## src/rtl/dtcm_arbiter.sv

```systemverilog
// Two-port round-robin arbiter in front of the data TCM, with a bounded
// port-1 bus lock and registered, funct3-extended read responses.
module dtcm_arbiter #(
   parameter int unsigned AW       = 4,
   parameter int unsigned DW       = 32,
   parameter int unsigned LOCK_MAX = 8
) (
   input  logic          CLK,
   input  logic          RSTN,
   input  logic          P0_REQ,
   input  logic          P0_WE,
   input  logic [AW-1:0] P0_ADDR,
   input  logic [DW-1:0] P0_WDATA,
   input  logic [2:0]    P0_TYPE,
   input  logic          P1_REQ,
   input  logic          P1_WE,
   input  logic [AW-1:0] P1_ADDR,
   input  logic [DW-1:0] P1_WDATA,
   input  logic [2:0]    P1_TYPE,
   input  logic          P1_LOCK,
   output logic          P0_GNT,
   output logic          P1_GNT,
   output logic          P0_RVALID,
   output logic          P1_RVALID,
   output logic [DW-1:0] P0_RDATA,
   output logic [DW-1:0] P1_RDATA,
   output logic [AW-1:0] M_WADDR,
   output logic [AW-1:0] M_RADDR,
   output logic [DW-1:0] M_WDATA,
   output logic          M_WEN,
   output logic          M_REN,
   output logic [2:0]    M_RW_TYPE,
   input  logic [DW-1:0] M_RDATA
);

   typedef enum logic [1:0] {
      ST_ARB    = 2'd0,
      ST_LOCKED = 2'd1,
      ST_YIELD  = 2'd2
   } state_t;

   localparam logic [7:0] LOCK_LAST = 8'(LOCK_MAX - 1);

   state_t          state_r;
   logic            last_r;
   logic [7:0]      cnt_r;
   logic            gnt0_s;
   logic            gnt1_s;
   logic            any_gnt_s;
   logic            sel_we_s;
   logic [AW-1:0]   sel_addr_s;
   logic [DW-1:0]   sel_wdata_s;
   logic [2:0]      sel_type_s;
   logic            p0_rvalid_r;
   logic            p1_rvalid_r;
   logic [DW-1:0]   p0_rdata_r;
   logic [DW-1:0]   p1_rdata_r;

   // RISC-V load extension of the raw memory word according to funct3.
   function automatic logic [DW-1:0] ext_rdata(input logic [2:0] t, input logic [DW-1:0] d);
      logic [DW-1:0] r;
      case (t)
         3'b000:  r = {{(DW-8){d[7]}}, d[7:0]};
         3'b001:  r = {{(DW-16){d[15]}}, d[15:0]};
         3'b100:  r = {{(DW-8){1'b0}}, d[7:0]};
         3'b101:  r = {{(DW-16){1'b0}}, d[15:0]};
         default: r = d;
      endcase
      return r;
   endfunction

   // Grant selection: round-robin in ARB, port 1 only in LOCKED, port 0 first in YIELD.
   always_comb begin
      gnt0_s = 1'b0;
      gnt1_s = 1'b0;
      case (state_r)
         ST_ARB: begin
            gnt0_s = P0_REQ & (~P1_REQ | last_r);
            gnt1_s = P1_REQ & (~P0_REQ | ~last_r);
         end
         ST_LOCKED: begin
            gnt0_s = 1'b0;
            gnt1_s = P1_REQ;
         end
         ST_YIELD: begin
            gnt0_s = P0_REQ;
            gnt1_s = P1_REQ & ~P0_REQ;
         end
         default: begin
            gnt0_s = 1'b0;
            gnt1_s = 1'b0;
         end
      endcase
   end

   // Memory-side mux from the granted port; everything is zero when idle.
   always_comb begin
      sel_we_s    = 1'b0;
      sel_addr_s  = {AW{1'b0}};
      sel_wdata_s = {DW{1'b0}};
      sel_type_s  = 3'b000;
      if (gnt0_s) begin
         sel_we_s    = P0_WE;
         sel_addr_s  = P0_ADDR;
         sel_wdata_s = P0_WDATA;
         sel_type_s  = P0_TYPE;
      end else if (gnt1_s) begin
         sel_we_s    = P1_WE;
         sel_addr_s  = P1_ADDR;
         sel_wdata_s = P1_WDATA;
         sel_type_s  = P1_TYPE;
      end else begin
         sel_we_s    = 1'b0;
         sel_addr_s  = {AW{1'b0}};
         sel_wdata_s = {DW{1'b0}};
         sel_type_s  = 3'b000;
      end
   end

   assign any_gnt_s = gnt0_s | gnt1_s;
   assign P0_GNT    = gnt0_s;
   assign P1_GNT    = gnt1_s;
   assign M_WEN     = any_gnt_s & sel_we_s;
   assign M_REN     = any_gnt_s & ~sel_we_s;
   assign M_WADDR   = M_WEN ? sel_addr_s : {AW{1'b0}};
   assign M_RADDR   = M_REN ? sel_addr_s : {AW{1'b0}};
   assign M_WDATA   = M_WEN ? sel_wdata_s : {DW{1'b0}};
   assign M_RW_TYPE = sel_type_s;

   // Arbitration FSM, round-robin history and lock-length counter.
   always_ff @(posedge CLK or negedge RSTN) begin
      if (!RSTN) begin
         state_r <= ST_ARB;
         last_r  <= 1'b1;
         cnt_r   <= 8'd0;
      end else begin
         if (gnt0_s) begin
            last_r <= 1'b0;
         end else if (gnt1_s) begin
            last_r <= 1'b1;
         end else begin
            last_r <= last_r;
         end
         case (state_r)
            ST_ARB: begin
               if (gnt1_s && P1_LOCK) begin
                  state_r <= ST_LOCKED;
                  cnt_r   <= 8'd0;
               end
            end
            ST_LOCKED: begin
               if (!P1_LOCK) begin
                  state_r <= ST_ARB;
               end else if (cnt_r == LOCK_LAST) begin
                  state_r <= ST_YIELD;
               end else begin
                  cnt_r <= cnt_r + 8'd1;
               end
            end
            ST_YIELD: begin
               // The lock request is ignored here so port 0 always gets its slot.
               if (gnt0_s || !P0_REQ) begin
                  state_r <= ST_ARB;
               end
            end
            default: begin
               state_r <= ST_ARB;
               cnt_r   <= 8'd0;
            end
         endcase
      end
   end

   // Read responses: one-cycle valid pulse, data held until the next response.
   always_ff @(posedge CLK or negedge RSTN) begin
      if (!RSTN) begin
         p0_rvalid_r <= 1'b0;
         p1_rvalid_r <= 1'b0;
         p0_rdata_r  <= {DW{1'b0}};
         p1_rdata_r  <= {DW{1'b0}};
      end else begin
         p0_rvalid_r <= gnt0_s & ~P0_WE;
         p1_rvalid_r <= gnt1_s & ~P1_WE;
         if (gnt0_s && !P0_WE) begin
            p0_rdata_r <= ext_rdata(P0_TYPE, M_RDATA);
         end
         if (gnt1_s && !P1_WE) begin
            p1_rdata_r <= ext_rdata(P1_TYPE, M_RDATA);
         end
      end
   end

   assign P0_RVALID = p0_rvalid_r;
   assign P1_RVALID = p1_rvalid_r;
   assign P0_RDATA  = p0_rdata_r;
   assign P1_RDATA  = p1_rdata_r;

endmodule

```

## config.mk

```make
export PLATFORM = sky130hd
export DESIGN_NAME = dtcm_arbiter
export DESIGN_NICKNAME = d
export VERILOG_FILES = /design/src/rtl/dtcm_arbiter.sv
export SDC_FILE = /design/constraint.sdc
export NUM_CORES = 1
export LEC_CHECK = 0
export CAP_MARGIN = 20
export CORE_ASPECT_RATIO = 0.7
export CORE_UTILIZATION = 42
export CTS_CLUSTER_DIAMETER = 30
export DETAILED_ROUTE_END_ITERATION = 10
export HOLD_SLACK_MARGIN = 0.02
export MAX_ROUTING_LAYER = met4
export PLACE_DENSITY = 0.85
export SLEW_MARGIN = 20
export SYNTH_ARGS = -nofsm -noshare
export SYNTH_HDL_FRONTEND = slang
export SYNTH_SLANG_ARGS = --single-unit
```

## constraint.sdc

```tcl
create_clock -name CLK -period 5.4 [get_ports CLK]
set_input_delay 0.81 -clock CLK [delete_from_list [all_inputs] [get_ports CLK]]
set_output_delay 0.81 -clock CLK [all_outputs]
set_load 0.01 [all_outputs]
```

**Yosys cells after proc, flatten, opt, wreduce, memory -nomap -nowiden**

Cells that the tools add are included.

- Bitwise logic cells: 17
- Add/sub/neg operators: 1
- Equality and inequality tests: 14
- Reductions and logical operators: 13
- Mux-type cells: 26

Operators with widths:

| operator | count |
|---|---|
| case mux 32 bit (4 select lines) | 2 |
| two-way mux 32 bit | 3 |
| two-way mux 8 bit | 3 |
| case mux 8 bit (3 select lines) | 1 |
| two-way mux 4 bit | 4 |
| == test 3 bit (second input constant) | 4 |
| adder 8 x 1 -> 8 bit (second input constant) | 1 |
| == test 8 x 3 -> 1 bit (second input constant) | 1 |
| two-way mux 2 bit | 4 |
| inequality test 2 bit (second input constant) | 4 |
| bitwise AND 1 bit | 7 |
| inverter 1 bit | 7 |
| == test 3 x 1 -> 1 bit (second input constant) | 2 |
| zero test 3 bit | 2 |
| two-way mux 3 bit | 2 |
| case mux 2 bit (3 select lines) | 1 |
| two-way mux 1 bit | 4 |
| AND reduction 4 bit | 1 |
| logical AND 1 bit | 3 |
| zero test 1 bit | 3 |
| inequality test 3 bit (second input constant) | 1 |
| bitwise OR 1 bit | 3 |
| case mux 1 bit (3 select lines) | 1 |
| AND reduction 3 bit | 1 |
| other kinds (6) | 6 |

- Bits in registers: 77
- Input port bits: 117
- Output and inout port bits: 113
- Logic and storage cells: 78

**Logic depth before layout (Yosys ltp)**

Gate-level depths: netlist (run 1).

- Depth after elaboration: 9
- Mapped depth: 9
- Depth with buffers taken out: 5

**Least setup slack after synthesis (run 1)**

OpenSTA, ideal clock, no wires.

- Kind: input to output
- Start point: input P1_REQ
- End point: output M_WDATA[10]
- Path buffers: 3
- Path slack: 2.664 ns
- Required time: 4.590 ns
- Stages on the path: 8
- Data arrival time: 1.926 ns
- Cells stage by stage: nor3b_4 or2_1 buf_4 inv_2 buf_6 buf_4 nand2_1 a21oi_1

- Cells in the longest elaborated chain, start to end: 7
- Elaborated cells on any way between the ends: 14
- Classes of those cells: mux: 7; bitwise: 7

RTL lines:

| what | line | source |
|---|---|---|
| start, declared | 15 | `input logic P1_REQ,` |
| inverter 1 bit | 78 | `gnt0_s = P0_REQ & (~P1_REQ \| last_r);` |
| bitwise OR 1 bit | 78 |  |
| bitwise AND 1 bit | 78 |  |
| case mux 1 bit (2 select lines) | 76 | `case (state_r)` |
| bitwise OR 1 bit / two-way mux 1 bit (equally long branches) | 120, 102 |  |
| bitwise AND 1 bit | 123 | `assign M_WEN = any_gnt_s & sel_we_s;` |
| two-way mux 32 bit (*) | 127 | `assign M_WDATA = M_WEN ? sel_wdata_s : {DW{1'b0}};` |
| end, declared | 29 | `output logic [DW-1:0] M_WDATA,` |

Mark *: on every way between the ends. The rest lies on a longest branch, timed or not.

**Worst setup path after layout (run 1)**

- Start point: input P1_REQ
- End point: output M_WDATA[28]

Same word-level chain as after synthesis.

==> out/summary.txt, run 1 <==
Critical path launch point -> P1_REQ
Final Max Slew Viols -> 0
Area delta synth->final -> 61.6%
Tot Pwr -> 2.11 mW
Grt total ovfl -> 0
Most frequent cell on the critical path -> clkdlybuf4s50_1
Distinct cells, synth -> 43
Reg2reg start -> state_r[0]
Max-cap violations -> 0
Largest net degree at the start of global routing -> 78
Fin Setup TNS -> 0 ns
Cell count after synthesis -> 476
Clock group share of total power -> 27.2%
Final Hold Vio Count -> 0
Share of layout cells above drive strength 1 -> 8.32%
Critical Path Stages -> 7
CP Data Required Time -> 4.59 ns
Multi-input logic area -> 1950 sq um
Most frequent cell after synthesis -> nand2_1
Crit-path leading delay family -> buffers and inverters
Row count -> 29
H-tree depth -> 3
Hold Crit Class -> flop to flop
RSZ-0062 raised after global routing -> false
PwrDens -> 317 nW/um^2
Cts bufs inserted -> 9
Fin crit share -> 78.3%
DR top layer -> met4
WS Path Type -> input port to output pin
Post-Syn Area -> 4110 sq um
Die height -> 84.8 um
Worst R2R End -> P0_RDATA[17]
CP max FO -> 37
Worst Reg-to-Reg Cells -> 5
Async S/R FF share, synth -> 100%
Initial core utilization -> 44.3%
Yosys top cell area share -> 46.2%
CTS tree -> done
Reg area -> 1930 sq um
Die area -> 10200 sq um
First-pass GRT wire length -> 22.0 mm
Part of the power in registers -> 37.3%
Final Wtd Congestion -> 0.898
Worst Skew -> 0.00770 ns
WL met2 -> 6.99 mm
Clock Latency Late Sink -> 0.33 ns
DRC Markers -> 0
Peak supply drop -> 0.213 mV
Synth Net Count -> 594
Met1 wire length -> 6.20 mm
Reg2reg setup slack -> 2.81 ns
Post-synthesis register bit count -> 77
I/O Pins -> 230
Post-synth EDFFs -> 0
Inserted Diodes -> 0
Commonest cells in the netlist -> nand2_1, dfrtp_1, a21oi_1, nor2_1, mux2_2
Slew margin rel. -> 33.4%
Post-CTS Hold Fix Bufs -> 0
Initial antenna violation count -> 0
Post-route ant nets -> 0
Clock slew at reported path FFs -> 0.06 ns
Worst Path Buf+Inv -> 3
Max frequency -> 236 MHz
Slowest Stage Delay on Critical Path -> 0.74 ns
Worst setup SP type -> input port
Clk buf depth -> 2
Gr usage total -> 28.7%
1st-pass router iterations -> 5
Net Sw Frac -> 29.5%
Post-cts sizing count -> 0
CORE AREA -> 9290 sq um
Via density -> 5.25
Arrival time at the worst endpoint -> 3.42 ns
Total Nets Final -> 799
Sequential element share of the synthesized area -> 46.9%
Cell-internal power -> 1.49 mW
Comb power frac -> 35.6%
Critical Path Sink -> M_WDATA[28]
# fillers -> 722
Post-layout min period -> 4.23 ns
Psw -> 0.623 mW
Die Width -> 120 um
Met3 wire len -> 917 um
Worst Hold Depth -> 2
Prevailing post-synth register cell -> dfrtp_1
Vias in the first global route -> 4174
# Post-CTS Setup Buffers -> 0
Mean Syn Cell Area -> 8.64 sq um
Outcome -> finished, final reports clean
Critical Path Sink Type -> output pin
CP cell instances -> clkdlybuf4s50_1 -> nor3b_4 -> or2_1 -> inv_2 -> a21oi_4 -> a21oi_1 -> clkdlybuf4s50_1
Final number of setup-violating endpoints -> 0
P_leak -> 2.88 nW
Via Count -> 4248
Syn. warnings -> 0
Root cell of the clock tree -> clkbuf_16
DR WL/cell -> 17.6 um
1st-iter DRT viols -> 310
Top cells by area, synth -> dfrtp_1, nand2_1, mux2_2
Slowest CP cell -> a21oi_4
Port Buf Inserts -> 229
Pin slew with the least headroom to its limit -> 0.996 ns
Routed wire length -> 14.2 mm
Post-synth top area cell -> dfrtp_1
TritonCTS Sinks -> 77
Hpwl dp -> 10.6 mm
## flip-flops by register name, indices dropped and copies added (netlist names)
| register | cells |
|---|---|
| P0_RDATA | 32 |
| P0_RVALID | 1 |
| P1_RDATA | 32 |
| P1_RVALID | 1 |
| cnt_r | 8 |
| last_r | 1 |
| state_r | 2 |
## layer usage
layer | track usage (%) | vias to the layer above
li1 | - | 2025
met1 | 36.7 | 2045
met2 | 46.2 | 162
met3 | 7.00 | 16
met4 | 6.40 | 0
met5 | - | -
## worst min-delay path by stage
stage,start,end
2_1_floorplan,RSTN,P0_RDATA[0]
3_3_place_gp,P0_RDATA[1],P0_RDATA[1]
3_5_place_dp,P0_RDATA[2],P0_RDATA[2]
4_1_cts,P0_RDATA[2],P0_RDATA[2]
5_1_grt,P0_RDATA[2],P0_RDATA[2]
6_report,P0_RDATA[2],P0_RDATA[2]
## cells in the final DEF, fill, tap and decap left out, types with 2 or more instances in the layout
cell type,n
a22o_1,3
and3_1,3
nand2_1,150
xor2_1,3
o21ai_0,17
a31oi_1,28
xnor2_1,2
clkdlybuf4s50_1,228
or3_1,3
nor3b_1,6
inv_2,3
nor2_1,37
dfrtp_1,76
inv_1,3
nand4_1,2
clkinv_2,3
a32o_1,2
and2_1,3
clkbuf_16,9
buf_4,4
and4_1,2
nand3_1,4
nor2b_1,2
mux2i_1,2
a21oi_1,39
mux2_2,31
## layout make-up
class / instances / share of cell area [%]
clock inverter: 5 / 0.791
sequential: 77 / 29.0
tap: 124 / 2.33
inverter: 6 / 0.339
multi-input combinational: 355 / 29.3
timing repair buffer: 232 / 34.8
clock buffer: 10 / 3.45
## logic make-up after synthesis
family / share of synthesized area (%)
adders and majority gates: 0.304
AOI/OAI and AO/OA: 13.8
buffers and inverters: 5.81
xor gates and xnor gates: 1.06
DFF: 46.9
muxes: 9.25
and+or+nand+nor: 22.9
## worst register-to-register path, cell delays in order (launching register included)
cell	delay (ns)
dfrtp_1	0.51
nand2b_1	0.31
or3_1	0.64
inv_2	0.74
nor2_1	0.13
a31oi_1	0.19
## power by group through the flow
stage | combinational [mW] | sequential (mW) | clock [mW]
global route | 0.801 | 0.800 | 0.608
finish | 0.750 | 0.786 | 0.573
detailed placement | 0.750 | 0.792 | 0
CTS | 0.754 | 0.786 | 0.582
floorplan | 0.256 | 0.832 | 0
global placement | 0.729 | 0.783 | 0
## metrics by stage
step / instance area (sq um) / instances / hold slack (ns) / setup WS [ns] / util (%)
after floorplan: 4110 / 476 / 0.506 / 2.66 / -
after detailed placement: 6360 / 794 / 0.468 / 1.21 / 68.5
after CTS: 6650 / 809 / 0.482 / 1.20 / 71.5
after global placement: 6360 / 794 / 0.461 / 1.29 / 68.5
final: 6650 / 809 / 0.483 / 1.17 / 71.5
after global routing: 6650 / 809 / 0.501 / 0.989 / 71.5
Power figures use the tool's default switching activity.
==> run 2: changes to the inputs <==
CORE_UTILIZATION = 35   (was 42)
PLACE_DENSITY = 0.75   (was 0.85)
clock period = 3.39 ns   (was 5.4 ns; I/O delays follow)
==> run 2 against run 1 <==
  * Critical path depth increased by 1
  * Die area is 20% higher
  * Routed wire length down 0.15%
  * Sequential power grew 58%
  * Design area up 2.5%
  * Flip-flop and latch count is the same
  * Sequential share of layout area is 0.71 points lower
  * Highest routed layer unchanged
  * Cell count up 5.3%
  * Clock skew down 0.0022 ns
  * Critical endpoint is now M_WDATA[9]
  * First-iteration DRC count is 3.5% lower
  * Setup slack got worse by 0.99 ns
  * Critical path type unchanged
  * Non-clock buffer count grew 12
==> out/summary.txt, run 2 (same netlist as run 1, synthesis figures left out) <==
Clock group share of total power -> 28.8%
Initial core utilization -> 36.7%
Critical Path Sink Type -> output pin
P_leak -> 2.96 nW
Hpwl dp -> 10.9 mm
Worst Skew -> 0.00553 ns
# fillers -> 949
PwrDens -> 507 nW/um^2
Part of the power in registers -> 36.0%
1st-iter DRT viols -> 299
Fin crit share -> 94.6%
Hold Crit Class -> input port to async pin
Commonest non-fill, non-tap cell in the layout -> clkdlybuf4s50_1
1st-pass router iterations -> 4
Grt total ovfl -> 0
# Post-CTS Setup Buffers -> 0
Multi-input logic area -> 1950 sq um
RSZ-0062 raised after global routing -> false
Via density -> 4.96
Clock Latency Late Sink -> 0.33 ns
DRC Markers -> 0
Hold WS -> 0.338 ns
Die height -> 92.7 um
CP Data Required Time -> 2.88 ns
Share of layout cells above drive strength 1 -> 9.89%
Post-CTS Hold Fix Bufs -> 0
Post-cts sizing count -> 0
First-pass GRT wire length -> 22.6 mm
Pin slew with the least headroom to its limit -> 0.968 ns
Routed wire length -> 14.2 mm
Final number of setup-violating endpoints -> 0
Via Count -> 4222
Psw -> 0.991 mW
Comb power frac -> 35.2%
Gr usage total -> 24.5%
Port Buf Inserts -> 229
DR WL/cell -> 16.7 um
Max frequency -> 312 MHz
Post-route ant nets -> 0
Die Width -> 132 um
Fin Setup TNS -> 0 ns
Arrival time at the worst endpoint -> 2.70 ns
Largest net degree at the start of global routing -> 78
Worst setup SP type -> input port
Post-layout min period -> 3.21 ns
Clock slew at reported path FFs -> 0.05 ns
CP max FO -> 17
Cts bufs inserted -> 9
Root cell of the clock tree -> clkbuf_16
Peak supply drop -> 0.255 mV
Initial antenna violation count -> 1
Outcome -> finished, final reports clean
CTS tree -> done
H-tree depth -> 3
Final Hold Vio Count -> 0
Slew margin rel. -> 35.5%
Final Max Slew Viols -> 0
Commonest non-fill, non-tap cells in the layout -> clkdlybuf4s50_1, nand2_1, dfrtp_1
TritonCTS Sinks -> 77
Vias in the first global route -> 4196
Die area -> 12200 sq um
Cell-internal power -> 2.46 mW
Net Sw Frac -> 28.7%
Worst Reg-to-Reg Cells -> 5
I/O Pins -> 230
Row count -> 32
Max-cap violations -> 0
WS Path Type -> input port to output pin
Reg area -> 1930 sq um
CORE AREA -> 11200 sq um
Final Wtd Congestion -> 0.954
Total Nets Final -> 811
Area delta synth->final -> 65.7%
Clk buf depth -> 2
## run 2: area by class of cell
cell class / instances / area share [%]
well taps: 153 / 2.81
flip-flops and latches: 77 / 28.3
repair buffers: 244 / 35.4
diodes: 1 / 0.0367
clock inverters: 5 / 1.10
multi-input cells: 355 / 28.6
inverters: 6 / 0.331
clock buffers: 11 / 3.42
## run 2: final timing paths
kind,start,end,slack [ns]
setup / recovery,P0_REQ,M_WDATA[9],0.18
hold / removal,RSTN,P0_RDATA[23],0.34
setup reg to reg,state_r[0],P1_RDATA[9],1.02
hold reg to reg,P0_RDATA[0],P0_RDATA[0],0.48
max in group asynchronous,RSTN,P0_RDATA[13],2.42
min in group CLK,P0_RDATA[0],P0_RDATA[0],0.48
## run 2: power groups by stage
stage	Combinational [mW]	Clock, mW	Sequential [mW]
global route	1.30	1.05	1.27
CTS	1.22	1.01	1.25
floorplan	0.408	0	1.33
finish	1.22	0.995	1.24
detailed placement	1.22	0	1.26
global placement	1.19	0	1.25
## run 2: worst max-delay path, cell delays in order
cell	delay, ns
clkdlybuf4s50_1	0.51
nand2b_1	0.09
or2_1	0.28
inv_2	0.22
buf_4	0.27
nand2_1	0.08
a21oi_1	0.16
clkdlybuf4s50_1	0.57
## run 2: stage by stage
| stage | cell area [sq um] | util, % | power [mW] | setup slack, ns | instances |
|---|---|---|---|---|---|
| 2_1_floorplan | 4110 | - | 1.73 | 1.26 | 476 |
| 3_3_place_gp | 6500 | 58.0 | 2.44 | 0.277 | 835 |
| 3_5_place_dp | 6500 | 58.0 | 2.48 | 0.219 | 835 |
| 4_1_cts | 6810 | 60.7 | 3.48 | 0.206 | 851 |
| 5_1_grt | 6810 | 60.8 | 3.62 | 0.0692 | 852 |
| 6_report | 6810 | 60.8 | 3.45 | 0.184 | 852 |
## run 2: per-layer routing
| metal | vias up | track usage [%] | wire [um] |
|---|---|---|---|
| li1 | 2045 | - | - |
| met1 | 2015 | 32.5 | 6680 |
| met2 | 152 | 37.6 | 6450 |
| met3 | 10 | 6.73 | 960 |
| met4 | 0 | 4.75 | 110 |
| met5 | - | - | 0 |
